File: config.mk
export PLATFORM = sky130hd
export DESIGN_NAME = vga_sync_gen
export DESIGN_NICKNAME = d
export VERILOG_FILES = /design/src/rtl/vga_sync_gen.sv
export SDC_FILE = /design/constraint.sdc
export NUM_CORES = 1
export LEC_CHECK = 0
export CAP_MARGIN = 20
export CORE_MARGIN = 2
export CORE_UTILIZATION = 58
export DETAILED_ROUTE_END_ITERATION = 16
export GPL_TIMING_DRIVEN = 0
export PLACE_DENSITY = 0.95
export SLEW_MARGIN = 10
export SYNTH_ARGS = -nofsm -noshare
export SYNTH_HDL_FRONTEND = slang
export SYNTH_SLANG_ARGS = --single-unit
export TNS_END_PERCENT = 5
File: constraint.sdc
create_clock -name clk_i -period 3.7 [get_ports clk_i]
set_input_delay 0.74 -clock clk_i [delete_from_list [all_inputs] [get_ports clk_i]]
set_output_delay 0.74 -clock clk_i [all_outputs]
set_load 0.01 [all_outputs]
File: src/rtl/vga_sync_gen.sv
// VGA raster timing: pixel/line counters with registered syncs and flags.
// Ports: clk_i, rst_ni, pix_en_i, hsync_o, vsync_o, disp_active, xcol_o, yrow_o, frame_start_o. Macro: VGA_SYNC_DELAY_EN.
module vga_sync_gen #(
  parameter int H_ACTIVE = 640,
  parameter int H_FP     = 16,
  parameter int H_SYNC   = 96,
  parameter int H_BP     = 48,
  parameter int V_ACTIVE = 480,
  parameter int V_FP     = 10,
  parameter int V_SYNC   = 2,
  parameter int V_BP     = 33,
  parameter int SYNC_POL = 0
) (
  input  logic        clk_i,
  input  logic        rst_ni,
  input  logic        pix_en_i,
  output logic        hsync_o,
  output logic        vsync_o,
  output logic        disp_active,
  output logic [10:0] xcol_o,
  output logic [10:0] yrow_o,
  output logic        frame_start_o
);

  localparam int H_TOTAL = H_ACTIVE + H_FP + H_SYNC + H_BP;
  localparam int V_TOTAL = V_ACTIVE + V_FP + V_SYNC + V_BP;

  if (H_TOTAL > 2048) begin : g_h_too_big
    $error("vga_sync_gen: H_TOTAL exceeds 2048");
  end
  if (V_TOTAL > 2048) begin : g_v_too_big
    $error("vga_sync_gen: V_TOTAL exceeds 2048");
  end

  localparam logic [10:0] H_LAST = 11'(H_TOTAL - 1);
  localparam logic [10:0] V_LAST = 11'(V_TOTAL - 1);

  // Boundaries kept one bit wider so a 2048 bound still compares correctly.
  localparam logic [11:0] H_ACT_E = 12'(H_ACTIVE);
  localparam logic [11:0] H_SS    = 12'(H_ACTIVE + H_FP);
  localparam logic [11:0] H_SE    = 12'(H_ACTIVE + H_FP + H_SYNC);
  localparam logic [11:0] V_ACT_E = 12'(V_ACTIVE);
  localparam logic [11:0] V_SS    = 12'(V_ACTIVE + V_FP);
  localparam logic [11:0] V_SE    = 12'(V_ACTIVE + V_FP + V_SYNC);

  localparam logic ON  = (SYNC_POL != 0);
  localparam logic OFF = ~ON;

  logic        x_last;
  logic        y_last;
  logic [10:0] x_nxt;
  logic [10:0] y_nxt;
  logic [11:0] x_e;
  logic [11:0] y_e;
  logic        act_nxt;
  logic        hs_nxt;
  logic        vs_nxt;
  logic        fs_nxt;

  // Flags are computed from the next position so they land in the
  // same cycle as the position they describe.
  always_comb begin
    x_last  = (xcol_o == H_LAST);
    y_last  = (yrow_o == V_LAST);
    x_nxt   = x_last ? 11'd0 : xcol_o + 11'd1;
    y_nxt   = yrow_o;
    if (x_last) begin
      y_nxt = y_last ? 11'd0 : yrow_o + 11'd1;
    end
    x_e     = {1'b0, x_nxt};
    y_e     = {1'b0, y_nxt};
    act_nxt = (x_e < H_ACT_E) && (y_e < V_ACT_E);
    hs_nxt  = ((x_e >= H_SS) && (x_e < H_SE)) ? ON : OFF;
    vs_nxt  = ((y_e >= V_SS) && (y_e < V_SE)) ? ON : OFF;
    fs_nxt  = (x_nxt == 11'd0) && (y_nxt == 11'd0);
  end

  logic hs_q;
  logic vs_q;

  always_ff @(posedge clk_i) begin
    if (!rst_ni) begin
      xcol_o        <= H_LAST;
      yrow_o        <= V_LAST;
      disp_active   <= 1'b0;
      hs_q          <= OFF;
      vs_q          <= OFF;
      frame_start_o <= 1'b0;
    end else if (pix_en_i) begin
      xcol_o        <= x_nxt;
      yrow_o        <= y_nxt;
      disp_active   <= act_nxt;
      hs_q          <= hs_nxt;
      vs_q          <= vs_nxt;
      frame_start_o <= fs_nxt;
    end else begin
      frame_start_o <= 1'b0;
    end
  end

`ifdef VGA_SYNC_DELAY_EN
  // Extra stage keeps syncs aligned with a registered colour path.
  logic hs_d;
  logic vs_d;

  always_ff @(posedge clk_i) begin
    if (!rst_ni) begin
      hs_d <= OFF;
      vs_d <= OFF;
    end else if (pix_en_i) begin
      hs_d <= hs_q;
      vs_d <= vs_q;
    end
  end

  assign hsync_o = hs_d;
  assign vsync_o = vs_d;
`else
  assign hsync_o = hs_q;
  assign vsync_o = vs_q;
`endif

endmodule

==> qor.csv <==
metric;value;unit
status;complete, no violations;
finClkSkew;0.00189;ns
ant_nets;0;
endpoint_kind;register;
grt_util_all_layers;28.0;%
clock_latency;0.33;ns
critPathMaxFanout;10;
rsz0062_at_grt;false;
ys_top_cells_by_area;dfxtp_1, nand2_1, o21ai_0;
maxCapViolCount;0;
grt_max_degree;16;
required;3.98;ns
fp.dieW;60.6;um
synth_cells;243;
cts.clk_slew.worst_paths;0.14;ns
clockRootBuffer;clkbuf_4;
grt_pass1_vias;1778;
syn_avg_cell_area;7.65;sq um
drt-initial-drc-count;153;
synthTopCellsByCount;dfxtp_1, nand2_1, o21ai_0, a21oi_1;
ys.flop_type;dfxtp_1;
critPathLaunchType;register;
utilization;73.2;%
syn_area;1860;sq um
finalSetupTns;0;ns
cts_buffer_depth;2;
die-height;60.6;um
seqCellArea;520;sq um
cts-buffers-inserted;3;
ctsHtreeMaxLevel;1;
io_pins;29;
multi_input_comb_area;1200;sq um
area_growth;20.3;%
synth-seq-cells;26;
num_rows;20;
synth_edf_count;0;
antenna_cells;0;
holdBufCountCts;0;
remaining_drc_errors;0;
critPathArrivalTime;3.10;ns
vias;1955;
cts_tree;built;
port_buffers;27;
routed_via_density;6.15;
overflow;0;
wl_per_cell;14.9;um
synth_top_area_cell;dfxtp_1;
hold_viol;0;
tightest_slew;0.756;ns
ys_types;57;
fillers;256;
slew_viol_final;0;
dp_hpwl;3320;um
setup_viol;0;
grt_pass1_wl;7920;um
nets;282;
place_congestion;0.971;
min_period;2.82;ns
placed_cell_area;2180;sq um
leakage;0.854;nW
min_path_type;reg -> reg;
initial_utilization;60.9;%
cts_resized;0;
crit_type;reg -> reg;
yosysSeqAreaShare;28.0;%
core;3050;sq um
final_area;2240;sq um
max_freq;354;MHz
slew_headroom;49.1;%
synth_top_area_share;28.0;%
powerDensity;386;nW/um^2
route.final.wire_length;4730;um
drt_pass1_iterations;5;
yosysWarnings;0;
period_share;76.3;%
postCtsSetupBuffers;0;
cts_sinks;26;
syn_nets;250;
drive_gt1_share;9.12;%
dieArea;3670;sq um
async_flop_share;0;%
antenna_found_initial;0;
vdd_drop_max;284;uV
worst max-delay path, cell delays in order (launching register included):
cell and delay (ns):
dfxtp_1 0.49, ha_1 0.18, buf_2 0.18, nand4_1 0.17, nor3_1 0.56, buf_4 0.28, nand3_1 0.09, a21oi_1 0.29
nor4bb_1 0.31, and4_1 0.23
kinds of logic after synthesis:
| kind of cell | count (synthesis) | synth area share (%) |
|---|---|---|
| compound gates | 64 | 22.7 |
| xor+xnor | 13 | 6.13 |
| fa+ha+maj | 4 | 2.69 |
| buf+inv | 29 | 7.54 |
| flops | 26 | 28.0 |
| mux | 1 | 0.539 |
| simple gates | 106 | 32.4 |
power by group:
part	internal (W)	switching (W)	total [W]
registers	0.000299	0.0000200	0.000319
logic	0.000154	0.000196	0.000350
clock network	0.000110	0.0000842	0.000194
total	0.000562	0.000300	0.000862
flip-flops by register name, indices dropped and copies added (netlist names):
register / count
hsync_o: 1
xcol_o: 11
yrow_o: 11
frame_start_o: 1
vsync_o: 1
disp_active: 1
metal layers:
layer	global-route usage (%)	part of all wire, %	up-vias
met5	0	0	-
met4	14.3	3.4	0
met3	3.20	7.4	18
met2	47.9	48	87
met1	34.7	41	902
li1	-	-	948
area by class of cell:
type	instances	area share (%)
plain buffers	23	5.26
clock buffers	3	1.01
well taps	44	2.46
flip-flops and latches	26	23.3
multi-input cells	188	53.6
inverters	6	1.01
repair buffers	27	12.1
clock inverters	1	1.34
final timing paths:
path,to,slack [ns],cells after the start,start
worst max-delay path,frame_start_o$_SDFF_PN0_,0.88,9,xcol_o[0]$_SDFFE_PN1P_
worst min-delay path,vsync_o$_SDFFE_PN1P_,0.51,2,vsync_o$_SDFFE_PN1P_
worst max register to register,frame_start_o$_SDFF_PN0_,0.88,9,xcol_o[0]$_SDFFE_PN1P_
worst min register to register,vsync_o$_SDFFE_PN1P_,0.51,2,vsync_o$_SDFFE_PN1P_
metrics by stage:
| step | hold WS, ns | total power [W] | setup WS [ns] | instances |
|---|---|---|---|---|
| 3_3_place_gp | 0.473 | 0.000660 | 0.976 | 314 |
| 6_report | 0.513 | 0.000862 | 0.877 | 318 |
| 3_5_place_dp | 0.481 | 0.000665 | 0.936 | 314 |
| 2_1_floorplan | 0.508 | 0.000571 | 1.31 | 243 |
| 4_1_cts | 0.514 | 0.000862 | 0.907 | 318 |
| 5_1_grt | 0.533 | 0.000918 | 0.643 | 318 |
cells in the final DEF (no fill, tap or decap), drive strengths merged, types with 5 or more instances in the layout:
cell type      instances
o21ai                 19
nor2                  10
inv                    6
buf                   14
nand3                 11
a21oi                 13
clkdlybuf4s50         27
nand2                 26
xor2                   5
dfxtp                 26
nor3                  12
and3                   7
clkbuf                12
xnor2                  8
nand4                  7
and2                   9
or3                    5
(Power assumes the default switching activity.)
==> patch (config.mk and constraints unchanged) <==
Set the parameter `SYNC_POL` to 1 (it was 0).
--- a/src/rtl/vga_sync_gen.sv
+++ b/src/rtl/vga_sync_gen.sv
@@ -9,7 +9,7 @@
   parameter int V_FP     = 10,
   parameter int V_SYNC   = 2,
   parameter int V_BP     = 33,
-  parameter int SYNC_POL = 0
+  parameter int SYNC_POL = 1
 ) (
   input  logic        clk_i,
   input  logic        rst_ni,
Formal check against the unedited RTL: not equivalent (a bounded check fails within 4 cycles, from zero or initial values and one cycle with rst_ni low).
==> patch against the original RTL <==
- clock power decreased by 26%
- combinational power about the same
- sequential cell count unchanged
- critical path depth decreased by 2
- power decreased by 5.2%
- synthesized area increased by 1.8%
- highest routed layer unchanged
- setup slack got worse by 0.098 ns
- routed wire length decreased by 4.9%
- critical path type unchanged
- core utilization decreased by 0.35 points
- global-route usage decreased by 2.2 points
- design area increased by 0.34%
==> patch: results <==
export IMPL_cts_resized_gates=0
export IMPL_ys_warn_count=0
export IMPL_maxSlewHeadroom=0.2804
export IMPL_path_clk_slew_ns=0.14
export IMPL_cp_arrival_ns=3.15
export IMPL_reg_top3="xcol_o x11, yrow_o x11"
export IMPL_hold_class="register to register"
export IMPL_grt_pass1_vias=1552
export IMPL_cts_buffer_depth=2
export IMPL_ys_seq_area_frac=0.2751
export IMPL_power_leakage_nw=0.8566
export IMPL_synthTopCellsByCount="26 x dfxtp_1, 22 x nand2_1, 13 x o21ai_0, 13 x xnor2_1, 11 x nor2_1"
export IMPL_drt_met1_wl_um=1983
export IMPL_synth_top_flop_cell="dfxtp_1"
export IMPL_met3WireLength_um=382
export IMPL_drt_iter0_drc=101
export IMPL_grt_start_max_net_pins=15
export IMPL_slowest_delay_ns=0.94
export IMPL_final_layout_size_suffix_gt1_frac=0.1279
export IMPL_postCtsSetupRepairBufs=0
export IMPL_grt_pass1_wl_um=7182
export IMPL_nets=266
export IMPL_fill_cells=250
export IMPL_fin_worst_skew_ns=0.003917
export IMPL_cp_max_fo=10
export IMPL_insertedDiodeCount=0
export IMPL_root_buffer="clkbuf_4"
export IMPL_met2_usage=0.3982
export IMPL_synth_nets=235
export IMPL_viasPerCell=6.076
export IMPL_grt_total_usage=0.2582
export IMPL_antenna_found_initial=0
export IMPL_synth_cell_types=55
export IMPL_wl_per_cell_um=14.90
export IMPL_place_hpwl_um=3271
export IMPL_status="completed"
export IMPL_placement_io_buffers=26
export IMPL_use_met3=0.02521
export IMPL_peakVddDrop_mv=0.2262
export IMPL_ys_async_sr_fraction=0
export IMPL_route_met2_wl_um=2059
export IMPL_maxUsedRoutingLayer="met4"
export IMPL_grtUsageMet1=0.3722
export IMPL_crit_family="simple AND/OR/NAND/NOR gates"
export IMPL_drt_pass1_iter_count=5
export IMPL_synth_area_top_cells="dfxtp_1 28%, xnor2_1 6.0%, nand2_1 4.4%"
export IMPL_ctsHoldBuffers=0
export IMPL_cts_htree_levels=1
export IMPL_place_gp_congestion=0.9212
export IMPL_critPathSlowestCell="nor3_1"
## patch: changes by cell type in the layout (fill, tap and decap cells not counted), sizes merged, moves of 4 or more
cell,delta
nand2,-4
buf,-4
o21ai,-6
xnor2,+5
## patch: metrics by stage
stage                     hold WS [ns]  instance area, um2  std cells  setup slack [ns]
final                           0.4627                2243        302            0.7786
after global placement          0.4417                2207        298            0.9021
after global routing            0.5248                2243        302            0.6530
after floorplan                 0.4773                1892        228             1.174
after CTS                       0.4684                2243        302            0.8745
after detailed placement        0.4449                2207        298            0.8946
## patch: final cells by class
cell class,count,area [um2],share of cell area
Clock buffer,4,36.28,0.01617
Tap cell,44,55.05,0.02454
Sequential cell,26,520.5,0.2320
Buffer,21,158.9,0.07083
Inverter,5,18.77,0.008366
Timing Repair Buffer,26,260.3,0.1160
Multi-Input combinational cell,176,1194,0.5321
## patch: path summary, 6_finish.rpt
check	startpoint	to	slack (ns)	cells past startpoint
hold / removal	hsync_o	hsync_o	0.46	2
hold reg to reg	hsync_o	hsync_o	0.46	2
setup / recovery	xcol_o[1]	frame_start_o	0.78	7
setup reg to reg	xcol_o[1]	frame_start_o	0.78	7
## patch: kinds of logic after synthesis
group,count (synthesis),share of synthesized area
compound gates,48,0.1720
xor+xnor,19,0.08796
fa+ha+maj,4,0.02646
buf+inv,26,0.09391
flops,26,0.2751
mux,4,0.02116
simple gates,101,0.3234
## patch: power by group
part | total, mW | switching (mW) | internal, mW | leakage (nW)
Clock | 0.144 | 0.0842 | 0.0603 | 0.0210
Sequential | 0.322 | 0.0235 | 0.299 | 0.212
Combinational | 0.351 | 0.193 | 0.158 | 0.624
Total | 0.818 | 0.301 | 0.517 | 0.857
